## src/rtl/seg_display_driver.sv

```systemverilog
// Four-digit seven-segment driver: registered 8-bit value -> double-dabble BCD -> multiplexed scan.
// Define SEG_DISPLAY_SIGNED_EN to display two's-complement input with a leading minus sign.
module seg_display_driver #(
    parameter int SCAN_DIV = 1024
) (
    input  logic       clk,
    input  logic       rst,
    input  logic       oi,
    input  logic [7:0] data,
    output logic [6:0] seg,
    output logic [3:0] an,
    output logic       busy
);

    localparam int PRE_W = $clog2(SCAN_DIV);
    localparam logic [PRE_W-1:0] PRE_MAX = PRE_W'(SCAN_DIV - 1);
    localparam logic [6:0] SEG_BLANK = 7'h7F;
    localparam logic [6:0] SEG_MINUS = 7'h3F;

    typedef enum logic [1:0] {
        IDLE,
        CONV,
        COMMIT
    } state_t;

    state_t stateReg, stateNext;

    logic [1:0]       rstSyncReg;
    logic             runEn;
    logic [7:0]       shadowReg;
    logic [11:0]      bcdReg;
    logic [11:0]      bcdAdj;
    logic [2:0]       iterReg;
    logic             convNegReg;
    logic [7:0]       pendReg;
    logic             pendValidReg;
    logic [3:0]       dispHundReg, dispTensReg, dispOnesReg;
    logic             dispNegReg;
    logic             busyReg;
    logic [PRE_W-1:0] prescalerReg;
    logic [1:0]       digitReg;
    logic [6:0]       segReg, segNext;
    logic [3:0]       anReg, anNext;

    logic             startConv;
    logic             storePend;
    logic [7:0]       startRaw;
    logic [7:0]       startMag;
    logic             startNeg;

    // Assertion is immediate; release reaches the logic only after two clean edges.
    always_ff @(posedge clk or negedge rst) begin
        if (!rst) begin
            rstSyncReg <= 2'b00;
        end else begin
            rstSyncReg <= {rstSyncReg[0], 1'b1};
        end
    end

    assign runEn = rstSyncReg[1];

    function automatic logic [6:0] segCode(input logic [3:0] digit);
        case (digit)
            4'd0:    segCode = 7'h40;
            4'd1:    segCode = 7'h79;
            4'd2:    segCode = 7'h24;
            4'd3:    segCode = 7'h30;
            4'd4:    segCode = 7'h19;
            4'd5:    segCode = 7'h12;
            4'd6:    segCode = 7'h02;
            4'd7:    segCode = 7'h78;
            4'd8:    segCode = 7'h00;
            4'd9:    segCode = 7'h10;
            default: segCode = SEG_BLANK;
        endcase
    endfunction

    // A strobe landing on the commit cycle is newer than anything pending, so it wins.
    assign startRaw = oi ? data : pendReg;

`ifdef SEG_DISPLAY_SIGNED_EN
    assign startNeg = startRaw[7];
    assign startMag = startRaw[7] ? (~startRaw + 8'd1) : startRaw;
`else
    assign startNeg = 1'b0;
    assign startMag = startRaw;
`endif

    always_ff @(posedge clk or negedge rst) begin
        if (!rst) begin
            stateReg <= IDLE;
        end else if (runEn) begin
            stateReg <= stateNext;
        end
    end

    always_comb begin
        stateNext = stateReg;
        startConv = 1'b0;
        storePend = 1'b0;
        case (stateReg)
            IDLE: begin
                if (oi) begin
                    startConv = 1'b1;
                    stateNext = CONV;
                end
            end
            CONV: begin
                storePend = oi;
                if (iterReg == 3'd7) begin
                    stateNext = COMMIT;
                end
            end
            COMMIT: begin
                if (oi || pendValidReg) begin
                    startConv = 1'b1;
                    stateNext = CONV;
                end else begin
                    stateNext = IDLE;
                end
            end
            default: stateNext = IDLE;
        endcase
    end

    // Add-3 correction on every BCD nibble ahead of each shift.
    generate
        for (genvar gi = 0; gi < 3; gi++) begin : gen_dabble
            assign bcdAdj[gi*4 +: 4] = (bcdReg[gi*4 +: 4] >= 4'd5) ?
                                       (bcdReg[gi*4 +: 4] + 4'd3) : bcdReg[gi*4 +: 4];
        end
    endgenerate

    always_ff @(posedge clk or negedge rst) begin
        if (!rst) begin
            shadowReg    <= 8'd0;
            bcdReg       <= 12'd0;
            iterReg      <= 3'd0;
            convNegReg   <= 1'b0;
            pendReg      <= 8'd0;
            pendValidReg <= 1'b0;
            dispHundReg  <= 4'd0;
            dispTensReg  <= 4'd0;
            dispOnesReg  <= 4'd0;
            dispNegReg   <= 1'b0;
            busyReg      <= 1'b0;
        end else if (runEn) begin
            if (startConv) begin
                shadowReg  <= startMag;
                convNegReg <= startNeg;
                bcdReg     <= 12'd0;
                iterReg    <= 3'd0;
            end else if (stateReg == CONV) begin
                {bcdReg, shadowReg} <= {bcdAdj, shadowReg} << 1;
                iterReg             <= iterReg + 3'd1;
            end

            if (stateReg == COMMIT) begin
                dispHundReg <= bcdReg[11:8];
                dispTensReg <= bcdReg[7:4];
                dispOnesReg <= bcdReg[3:0];
                dispNegReg  <= convNegReg;
            end

            if (storePend) begin
                pendReg      <= data;
                pendValidReg <= 1'b1;
            end else if (stateReg == COMMIT) begin
                pendValidReg <= 1'b0;
            end

            busyReg <= (stateNext != IDLE);
        end
    end

    always_comb begin
        segNext = SEG_BLANK;
        case (digitReg)
            2'd0: segNext = segCode(dispOnesReg);
            2'd1: begin
                if ((dispHundReg != 4'd0) || (dispTensReg != 4'd0)) begin
                    segNext = segCode(dispTensReg);
                end
            end
            2'd2: begin
                if (dispHundReg != 4'd0) begin
                    segNext = segCode(dispHundReg);
                end
            end
            default: begin
                if (dispNegReg) begin
                    segNext = SEG_MINUS;
                end
            end
        endcase
    end

    generate
        for (genvar gi = 0; gi < 4; gi++) begin : gen_an
            assign anNext[gi] = (digitReg != 2'(gi));
        end
    endgenerate

    // Outputs for the current digit are latched on the wrap edge, then the index moves on.
    always_ff @(posedge clk or negedge rst) begin
        if (!rst) begin
            prescalerReg <= '0;
            digitReg     <= 2'd0;
            segReg       <= SEG_BLANK;
            anReg        <= 4'hF;
        end else if (runEn) begin
            if (prescalerReg == PRE_MAX) begin
                prescalerReg <= '0;
                digitReg     <= digitReg + 2'd1;
                segReg       <= segNext;
                anReg        <= anNext;
            end else begin
                prescalerReg <= prescalerReg + 1'b1;
            end
        end
    end

    assign seg  = segReg;
    assign an   = anReg;
    assign busy = busyReg;

endmodule

```

## config.mk

```make
export PLATFORM = sky130hd
export DESIGN_NAME = seg_display_driver
export DESIGN_NICKNAME = d
export VERILOG_FILES = /design/src/rtl/seg_display_driver.sv
export SDC_FILE = /design/constraint.sdc
export NUM_CORES = 1
export LEC_CHECK = 0
export CAP_MARGIN = 10
export CELL_PAD_IN_SITES_DETAIL_PLACEMENT = 2
export CELL_PAD_IN_SITES_GLOBAL_PLACEMENT = 2
export CORE_MARGIN = 4
export CORE_UTILIZATION = 35
export CTS_CLUSTER_SIZE = 8
export DETAILED_ROUTE_END_ITERATION = 8
export GPL_TIMING_DRIVEN = 1
export MAX_ROUTING_LAYER = met4
export PLACE_DENSITY_LB_ADDON = 0.1
export SLEW_MARGIN = 20
export SYNTH_ARGS = -nofsm -noshare
export SYNTH_HDL_FRONTEND = slang
export SYNTH_SLANG_ARGS = --single-unit
```

## constraint.sdc

```tcl
create_clock -name clk -period 2 [get_ports clk]
set_input_delay 0.3 -clock clk [delete_from_list [all_inputs] [get_ports clk]]
set_output_delay 0.3 -clock clk [all_outputs]
set_load 0.02 [all_outputs]
```

# ---- Word-level counts from Yosys, hierarchy flattened
# Memory sizes are Yosys's and may differ from the RTL's.
# Index checks and enable logic that the tools add are counted.
dict set report word_totals {
  ff_bits 72
  mem_bits_ro 336
  in_bits 11
  output_inout_bits 12
  elab_cells 75
  memories 3
}
# name words word_bits read_ports rd_ports_with_merged_regs write_ports line_no
set memory_table {}
lappend memory_table {{(name not given)} 16 7 1 0 0 63} ;# case (digit)
lappend memory_table {{(name not given)} 16 7 1 0 0 63}
lappend memory_table {{(name not given)} 16 7 1 0 0 63}
dict set report classes {
  addsub 6
  magnitude_cmp 3
  eq_ne 9
  n_mux 24
  n_reduce_logical 15
}
# operator n
set op_table {}
lappend op_table {{$mux W12} 2}
lappend op_table {{$mux W8} 3}
lappend op_table {{$pmux W7 S3} 1}
lappend op_table {{$mux W7} 2}
lappend op_table {{$ge A4 B3 Y1 const B} 3}
lappend op_table {{$add A10 B1 Y10 const B} 1}
lappend op_table {{$eq A10 B10 Y1 const B} 1}
lappend op_table {{$mux W10} 1}
lappend op_table {{$reduce_and A2 Y1} 5}
lappend op_table {{$mux W3} 3}
lappend op_table {{$add A4 B2 Y4 const B} 2}
lappend op_table {{$mux W4} 2}
lappend op_table {{$reduce_bool A2 Y1} 4}
lappend op_table {{$reduce_bool A4 Y1} 2}
lappend op_table {{$mux W1} 6}
lappend op_table {{$pmux W2 S3} 1}
lappend op_table {{$eq A2 B1 Y1 const B} 2}
lappend op_table {{$eq A2 B2 Y1 const B} 2}
lappend op_table {{$logic_not A2 Y1} 2}
lappend op_table {{$mux W2} 2}
lappend op_table {{$ne A2 B2 Y1 const B} 2}
lappend op_table {{$add A3 B1 Y3 const B} 1}
lappend op_table {{$add A3 B2 Y3 const B} 1}
lappend op_table {{$eq A3 B3 Y1 const B} 1}
lappend op_table {{other kinds (4)} 5}

# ---- Depth between registers and ports, before layout
# Gate-level depths: netlist of run 1.
dict set report logic_depth {
  depth_word 5
  mapped_depth 8
  ltp_nobuf 7
}

# ---- Worst setup path before layout of run 1
# No wires, ideal clock.
dict set report synth_path {
  path_type {flip-flop to flip-flop}
  startpoint {register prescalerReg[0]}
  endpoint {register segReg[4], in the netlist seg[4]}
  setup_ps 76
  arrival_ps 1902
  t_required_ps 1924
  setup_slack_ps 22
  path_stages_with_launch 8
  path_buffers 1
  synth_period_minus_slack_ps 1978
  cell_sequence {dfrtp_1 > ha_1 > nand3_1 > or4_1 > buf_2 > a211o_1 > and4bb_1 > nor2_1}
}
dict set report synth_between {
  elab_chain_len 2
}
# element line_no
set synth_rtl {}
lappend synth_rtl {{start, declared} 40} ;# logic [PRE_W-1:0] prescalerReg;
lappend synth_rtl {{start signal, assigned} 218} ;# prescalerReg <= prescalerReg + 1'b1;
lappend synth_rtl {{$eq A10 B10 Y1} 212} ;# if (prescalerReg == PRE_MAX) begin
lappend synth_rtl {{$reduce_and A2 Y1 (no source line)} --}
lappend synth_rtl {{end signal, assigned} 215} ;# segReg <= segNext;
lappend synth_rtl {{end, declared} 42} ;# logic [6:0] segReg, segNext;
# Every way passes these cells.
# A chain may end at the register's enable or synchronous reset.

# ---- Final worst setup path of run 1
dict set report layout_path {
  startpoint {register prescalerReg[1]}
  endpoint {register segReg[4], in the netlist seg[4]}
}
# The elaborated chain is that of the path after synthesis.

==> Flow_metrics.wiki, run 1 <==
{| class="wikitable"
! Metric !! Value
|-
| Cell with the most instances after synthesis || dfrtp_1
|-
| Height of the die || 114 microns
|-
| Overall routed net length || 9980 microns
|-
| Run status || finished clean
|-
| Clock Tree Root || clkbuf_8
|-
| CTS tree || yes
|-
| Fraction of final layout cells with drive strength greater than 1 || 0.169
|-
| Crit path max fanout || 5
|-
| Shortest clock period the worst path allows after layout || 1.94 ns
|-
| Post-route clock skew || 0.0164 ns
|-
| Required time reported for the critical path endpoint || 2.29 ns
|-
| Most used flip-flop cell after synthesis || dfrtp_1
|-
| Non-filler instance count after layout || 591
|-
| Post-route standard cell area excluding fillers || 4720 sq um
|-
| Maximum buffer depth of the clock tree || 2
|-
| Most instantiated cells after synthesis || dfrtp_1 (61), nand2_1 (56), o21ai_0 (49)
|-
| Number of antenna violations at the first check in global routing || 0
|-
| Remaining global-route overflow || 0
|-
| Maximum capacitance violations || 0
|-
| Clock-pin transition on the worst setup and hold timing paths || 0.09 ns
|-
| Count of unresolved DRC violations after routing || 0
|-
| Leakage power figure || 0.00207 uW
|-
| Fraction of synthesized cell area taken by the top area cell type || 0.391
|-
| Most area-consuming cells after synthesis || dfrtp_1 (39%), ha_1 (9.6%), dfstp_2 (7.4%), o21ai_0 (6.3%), nand2_1 (5.4%)
|-
| Flip-flop and latch area || 1820 sq um
|-
| Die boundary width || 114 microns
|-
| Drt wl/cell || 16.9 microns
|-
| Fraction of registers with async set/reset || 1.00
|-
| Placed cell count || 572
|-
| Number of port buffers || 22
|-
| Maximum level of the CTS H-tree || 3
|-
| Vias per std cell || 5.14
|-
| Critical path arrival || 2.22 ns
|-
| Number of global-route vias before repair || 3,402
|-
| Count of inserted antenna diode cells || 0
|-
| Mapped Nets || 445
|-
| Final GP Congestion || 0.758
|-
| Half-perimeter wire length after detailed placement || 7240 microns
|-
| Distinct cells, synth || 41
|-
| Post-synth EDFFs || 0
|-
| Final Max Tran Viols || 0
|-
| Startpoint type of the worst setup path || flip-flop
|-
| Num rows || 38
|-
| Type of the most critical hold path || reg -> reg
|-
| Initial core utilization || 0.358
|-
| Final-stage net count || 487
|-
| Synth area leader || dfrtp_1
|-
| Register area share after synthesis || 0.466
|-
| Mean Syn Cell Area || 9.65 sq um
|-
| Top Ports || 23
|-
| Setup CP Type || reg -> reg
|-
| Synthesized instance count || 404
|-
| Synth Cell Area || 3900 sq um
|-
| Pwr per Cell Area || 1100 nW/um^2
|-
| Largest net degree at the start of global routing || 42
|-
| Die footprint || 12,900 sq um
|-
| Floorplan Core Area || 10,900 sq um
|-
| Yosys warns || 0
|-
| Global router's overall resource usage || 0.168
|-
| Tcrit/Tclk final || 0.968
|-
| Number of clock sinks seen by CTS || 72
|-
| Total via count after detailed routing || 3,037
|-
| Iteration-0 DRC Markers || 133
|-
| Placed standard-cell area || 4430 sq um
|-
| Latest clock arrival within the worst-skew pair || 0.35 ns
|-
| Global-route wire length before repair || 16,900 microns
|-
| Crit. End Element || flip-flop
|-
| Area growth from synthesis to layout || 21.1%
|-
| Filler Cell Count || 1,163
|-
| RSZ-0062 raised after global routing || true
|-
| Clock buffer count from CTS || 9
|-
| Pwr Total || 5190 uW
|-
| Max VDD drop || 0.514 mV
|-
| Count of state elements after synthesis || 72
|-
| Multi-input gate area in the final layout || 1950 sq um
|-
| Final design utilization || 0.434
|-
| # setup viols final || 0
|-
| 1st-pass router iterations || 4
|-
| Setup tns final || 0 ns
|-
| Post-DRT Antenna Nets || 0
|-
| Maximum clock rate || 0.517 GHz
|-
| Count of endpoints failing hold in the final timing report || 0
|}
[report_power, final]
part	leakage (uW)	total, uW	internal (uW)	switching (uW)
sequential	0.000900	2150	1830	326
clock	0.000125	1470	845	622
combinational	0.00105	1560	732	832
total	0.00207	5190	3410	1780
[metal layers]
metal  global-route usage  vias to the layer above  share of wire  wire length (microns)
li1                     -                     1485              -                      -
met1                0.206                     1517           0.47                   4640
met2                0.283                       27           0.50                   5000
met3               0.0334                        8          0.022                    223
met4               0.0457                        0          0.011                    106
met5                    -                        -              0                      0
[area by class of cell]
cell class	instances	area share
clock inverters	7	0.0265
inverters	24	0.0191
repair buffers	48	0.0932
flip-flops and latches	72	0.384
well taps	140	0.0371
clock buffers	9	0.0262
multi-input cells	291	0.414
[registers in the layout, indices dropped and copies added, names as in the netlist]
| register | count |
|---|---|
| an | 4 |
| bcdReg | 12 |
| busy | 1 |
| digitReg | 2 |
| dispHundReg | 4 |
| dispOnesReg | 4 |
| dispTensReg | 4 |
| iterReg | 3 |
| pendReg | 8 |
| pendValidReg | 1 |
| prescalerReg | 10 |
| rstSyncReg | 2 |
| seg | 7 |
| shadowReg | 8 |
| stateReg | 2 |
[repair_timing]
action	4_1_cts	5_1_grt
pin swaps	1	5
hold buffers	1	0
setup endpoints to repair	1	3
setup buffers	0	2
resized for setup	0	4
endpoints found under the hold margin	31	0
[worst paths after layout]
check                                     end  cells past startpoint  slack (ns)       startpoint
worst max-delay path                   seg[4]                      6        0.06  prescalerReg[1]
worst min-delay path            rstSyncReg[1]                      0        0.36    rstSyncReg[0]
worst max register to register         seg[4]                      6        0.06  prescalerReg[1]
worst min register to register  rstSyncReg[1]                      0        0.36    rstSyncReg[0]
max in group asynchronous               an[2]                      3        0.96              rst
min in group asynchronous        shadowReg[5]                      2        0.44              rst
[kinds of logic after synthesis]
group,share of synthesized area
AOI/OAI and AO/OA,0.156
xor gates and xnor gates,0.0292
adders and majority gates,0.0962
buffers and inverters,0.0404
DFF,0.466
muxes,0.0751
other,0.000962
and+or+nand+nor,0.137
[layout by cell type (no fill, tap or decap), types with 10 or more instances in the layout]
cell             count
dfrtp_1             61
nand2_1             56
o21ai_0             49
nor2_1              30
ha_1                29
inv_1               24
buf_4               24
clkdlybuf4s50_1     21
mux2_2              18
a21oi_1             17
xnor2_1             11
dfstp_2             11
a22o_1              10
[critical path: stages, from the launching register on]
cell and delay (ns):
dfrtp_1 0.36, ha_2 0.21, nand3_2 0.08, or4_4 0.57, a211o_4 0.35, and4bb_1 0.26
nor2_1 0.04
[through the flow]
| step | hold slack (ns) | setup WS [ns] |
|---|---|---|
| floorplan | 0.00441 | 0.0222 |
| global placement | 0.285 | 0.0258 |
| detailed placement | 0.282 | -0.0700 |
| CTS | 0.359 | 0.0118 |
| global route | 0.374 | -0.0217 |
| finish | 0.357 | 0.0642 |
(Power assumes the default switching activity.)
==> run 2, diff against run 1 <==
--- a/config.mk
+++ b/config.mk
@@ -8,14 +8,12 @@
 export CAP_MARGIN = 10
 export CELL_PAD_IN_SITES_DETAIL_PLACEMENT = 2
 export CELL_PAD_IN_SITES_GLOBAL_PLACEMENT = 2
-export CORE_MARGIN = 4
 export CORE_UTILIZATION = 35
 export CTS_CLUSTER_SIZE = 8
 export DETAILED_ROUTE_END_ITERATION = 8
 export GPL_TIMING_DRIVEN = 1
 export MAX_ROUTING_LAYER = met4
 export PLACE_DENSITY_LB_ADDON = 0.1
-export SLEW_MARGIN = 20
 export SYNTH_ARGS = -nofsm -noshare
 export SYNTH_HDL_FRONTEND = slang
 export SYNTH_SLANG_ARGS = --single-unit
==> Flow_metrics.wiki, run 2 (synthesis results as in run 1) <==
{| class="wikitable"
! Metric !! Value
|-
| Post-route clock skew || 0.0148 ns
|-
| Fraction of final layout cells with drive strength greater than 1 || 0.166
|-
| Setup tns final || 0 ns
|-
| Critical path's largest stage delay || 0.55 ns
|-
| Measured slew at the worst slew-check pin || 0.512 ns
|-
| Global router's overall resource usage || 0.188
|-
| Die footprint || 11,600 sq um
|-
| Crit path max fanout || 5
|-
| Initial core utilization || 0.360
|-
| Most common cell after layout, fill and taps aside || dfrtp_1
|-
| Family of cells with the greatest summed delay on the critical path || simple AND/OR/NAND/NOR gates
|-
| Number of port buffers || 22
|-
| Pwr Total || 4700 uW
|-
| Half-perimeter wire length after detailed placement || 6850 microns
|-
| Crit. End Element || flip-flop
|-
| CTS tree || yes
|-
| Bufs and invs on worst path || 1
|-
| Most frequent cells in the layout || dfrtp_1 (61), nand2_1 (56), o21ai_0 (49), nor2_1 (30), ha_1 (29)
|-
| Biggest registers after layout || bcdReg: 12 flops, prescalerReg: 10 flops
|-
| Post-DRT Antenna Nets || 0
|-
| Area growth from synthesis to layout || 19.3%
|-
| Final Max Tran Viols || 0
|-
| Register-to-register path setup slack || 0.04 ns
|-
| Logic depth of the worst setup path including buffers || 6
|-
| Vias per std cell || 5.15
|-
| Critical path arrival || 2.27 ns
|-
| Worst max-slew margin expressed relative to the limit || 0.658
|-
| Maximum clock rate || 0.509 GHz
|-
| Clock-pin transition on the worst setup and hold timing paths || 0.08 ns
|-
| Leakage power figure || 0.00204 uW
|-
| Final-stage net count || 487
|-
| Floorplan Core Area || 10,800 sq um
|-
| Number of global-route vias before repair || 3,264
|-
| Type of the most critical hold path || reg -> reg
|-
| # setup viols final || 0
|-
| Count of inserted antenna diode cells || 0
|-
| Maximum buffer depth of the clock tree || 2
|-
| Iteration-0 DRC Markers || 95
|-
| Overall routed net length || 9320 microns
|-
| Setup CP Type || reg -> reg
|-
| Height of the die || 108 microns
|-
| Required time reported for the critical path endpoint || 2.30 ns
|-
| Critical path origin || prescalerReg[1]
|-
| Largest net degree at the start of global routing || 32
|-
| Max VDD drop || 0.403 mV
|-
| Top Ports || 23
|-
| Biggest register || bcdReg
|-
| Shortest clock period the worst path allows after layout || 1.96 ns
|-
| Count of endpoints failing hold in the final timing report || 0
|-
| Non-filler instance count after layout || 591
|-
| Min-delay src || rstSyncReg[0]
|-
| Die boundary width || 108 microns
|-
| Cells along the critical path || ha_2 -> nand3_2 -> or4_4 -> a211o_1 -> buf_4 -> o22a_1
|-
| Capturing element of the worst setup path || seg[6]
|-
| Pwr per Cell Area || 1010 nW/um^2
|-
| 1st-pass router iterations || 4
|-
| Drt wl/cell || 15.8 microns
|-
| Final design utilization || 0.429
|-
| Placed cell count || 570
|-
| Num rows || 38
|-
| Crit Reg-Reg Startpoint || prescalerReg[1]
|-
| RSZ-0062 raised after global routing || true
|-
| Tcrit/Tclk final || 0.982
|-
| Latest clock arrival within the worst-skew pair || 0.37 ns
|-
| Count of unresolved DRC violations after routing || 0
|-
| Number of clock sinks seen by CTS || 72
|-
| Path depth of the worst reg2reg path || 6
|-
| Run status || finished clean
|-
| Worst reg2reg endpoint || seg[6]
|-
| Slowest stage cell on the critical path || or4_4
|-
| Global-route wire length before repair || 16,000 microns
|-
| Number of antenna violations at the first check in global routing || 0
|-
| Remaining global-route overflow || 0
|-
| Clock buffer count from CTS || 9
|-
| Placement-stage worst setup slack || -0.00410 ns
|-
| Final GP Congestion || 0.738
|-
| Clock Tree Root || clkbuf_8
|-
| Maximum capacitance violations || 0
|-
| Flip-flop count of the largest register, all copies and words added || 12
|-
| Startpoint type of the worst setup path || flip-flop
|-
| Maximum level of the CTS H-tree || 3
|-
| Final setup margin || 0.0369 ns
|-
| Total via count after detailed routing || 3,041
|}
## run 2: how the worst min path moves through the flow
stage / to / depth (start not counted)
3_5_place_dp: digitReg[0] / 1
3_3_place_gp: digitReg[0] / 1
2_1_floorplan: bcdReg[0] / 0
4_1_cts: rstSyncReg[1] / 0
6_report: rstSyncReg[1] / 0
5_1_grt: rstSyncReg[1] / 0
## run 2: routing by layer
| metal | wire length, microns | up-vias | global-route usage | part of all wire |
|---|---|---|---|---|
| met3 | 207 | 13 | 0.0400 | 0.022 |
| li1 | - | 1480 | - | - |
| met2 | 4540 | 26 | 0.295 | 0.49 |
| met1 | 4390 | 1522 | 0.232 | 0.47 |
| met4 | 185 | 0 | 0.0851 | 0.020 |
| met5 | 0 | - | - | 0 |
## run 2: layout make-up
type                    instances  area (sq um)
well taps                     140           175
flip-flops and latches         72          1820
clock buffers                  10           128
repair buffers                 48           453
fillers                      1209          6190
inverters                      24          90.1
clock inverters                 6          43.8
multi-input cells             291          1950
## run 2: timing repair
action                                  in CTS  in global routing
hold buffers                                 1                  0
hold endpoints to repair                    22                  0
setup buffers                                0                  4
pin swaps                                    1                  5
endpoints found under the setup margin       2                  3
gates cloned                                 0                  0
resized for setup                            1                  3
## run 2: per-stage QoR
| step | hold WS [ns] | instance area (sq um) |
|---|---|---|
| after global placement | 0.276 | 4430 |
| after global routing | 0.359 | 4650 |
| final | 0.353 | 4650 |
| after floorplan | 0.00441 | 3900 |
| after detailed placement | 0.279 | 4430 |
| after CTS | 0.356 | 4610 |
## run 2: report_power, final
group | total, uW | switching [uW] | internal, uW | leakage (uW)
sequential | 2160 | 334 | 1830 | 0.000900
clock | 1050 | 595 | 454 | 0.0000866
combinational | 1490 | 766 | 726 | 0.00105
total | 4700 | 1690 | 3010 | 0.00204
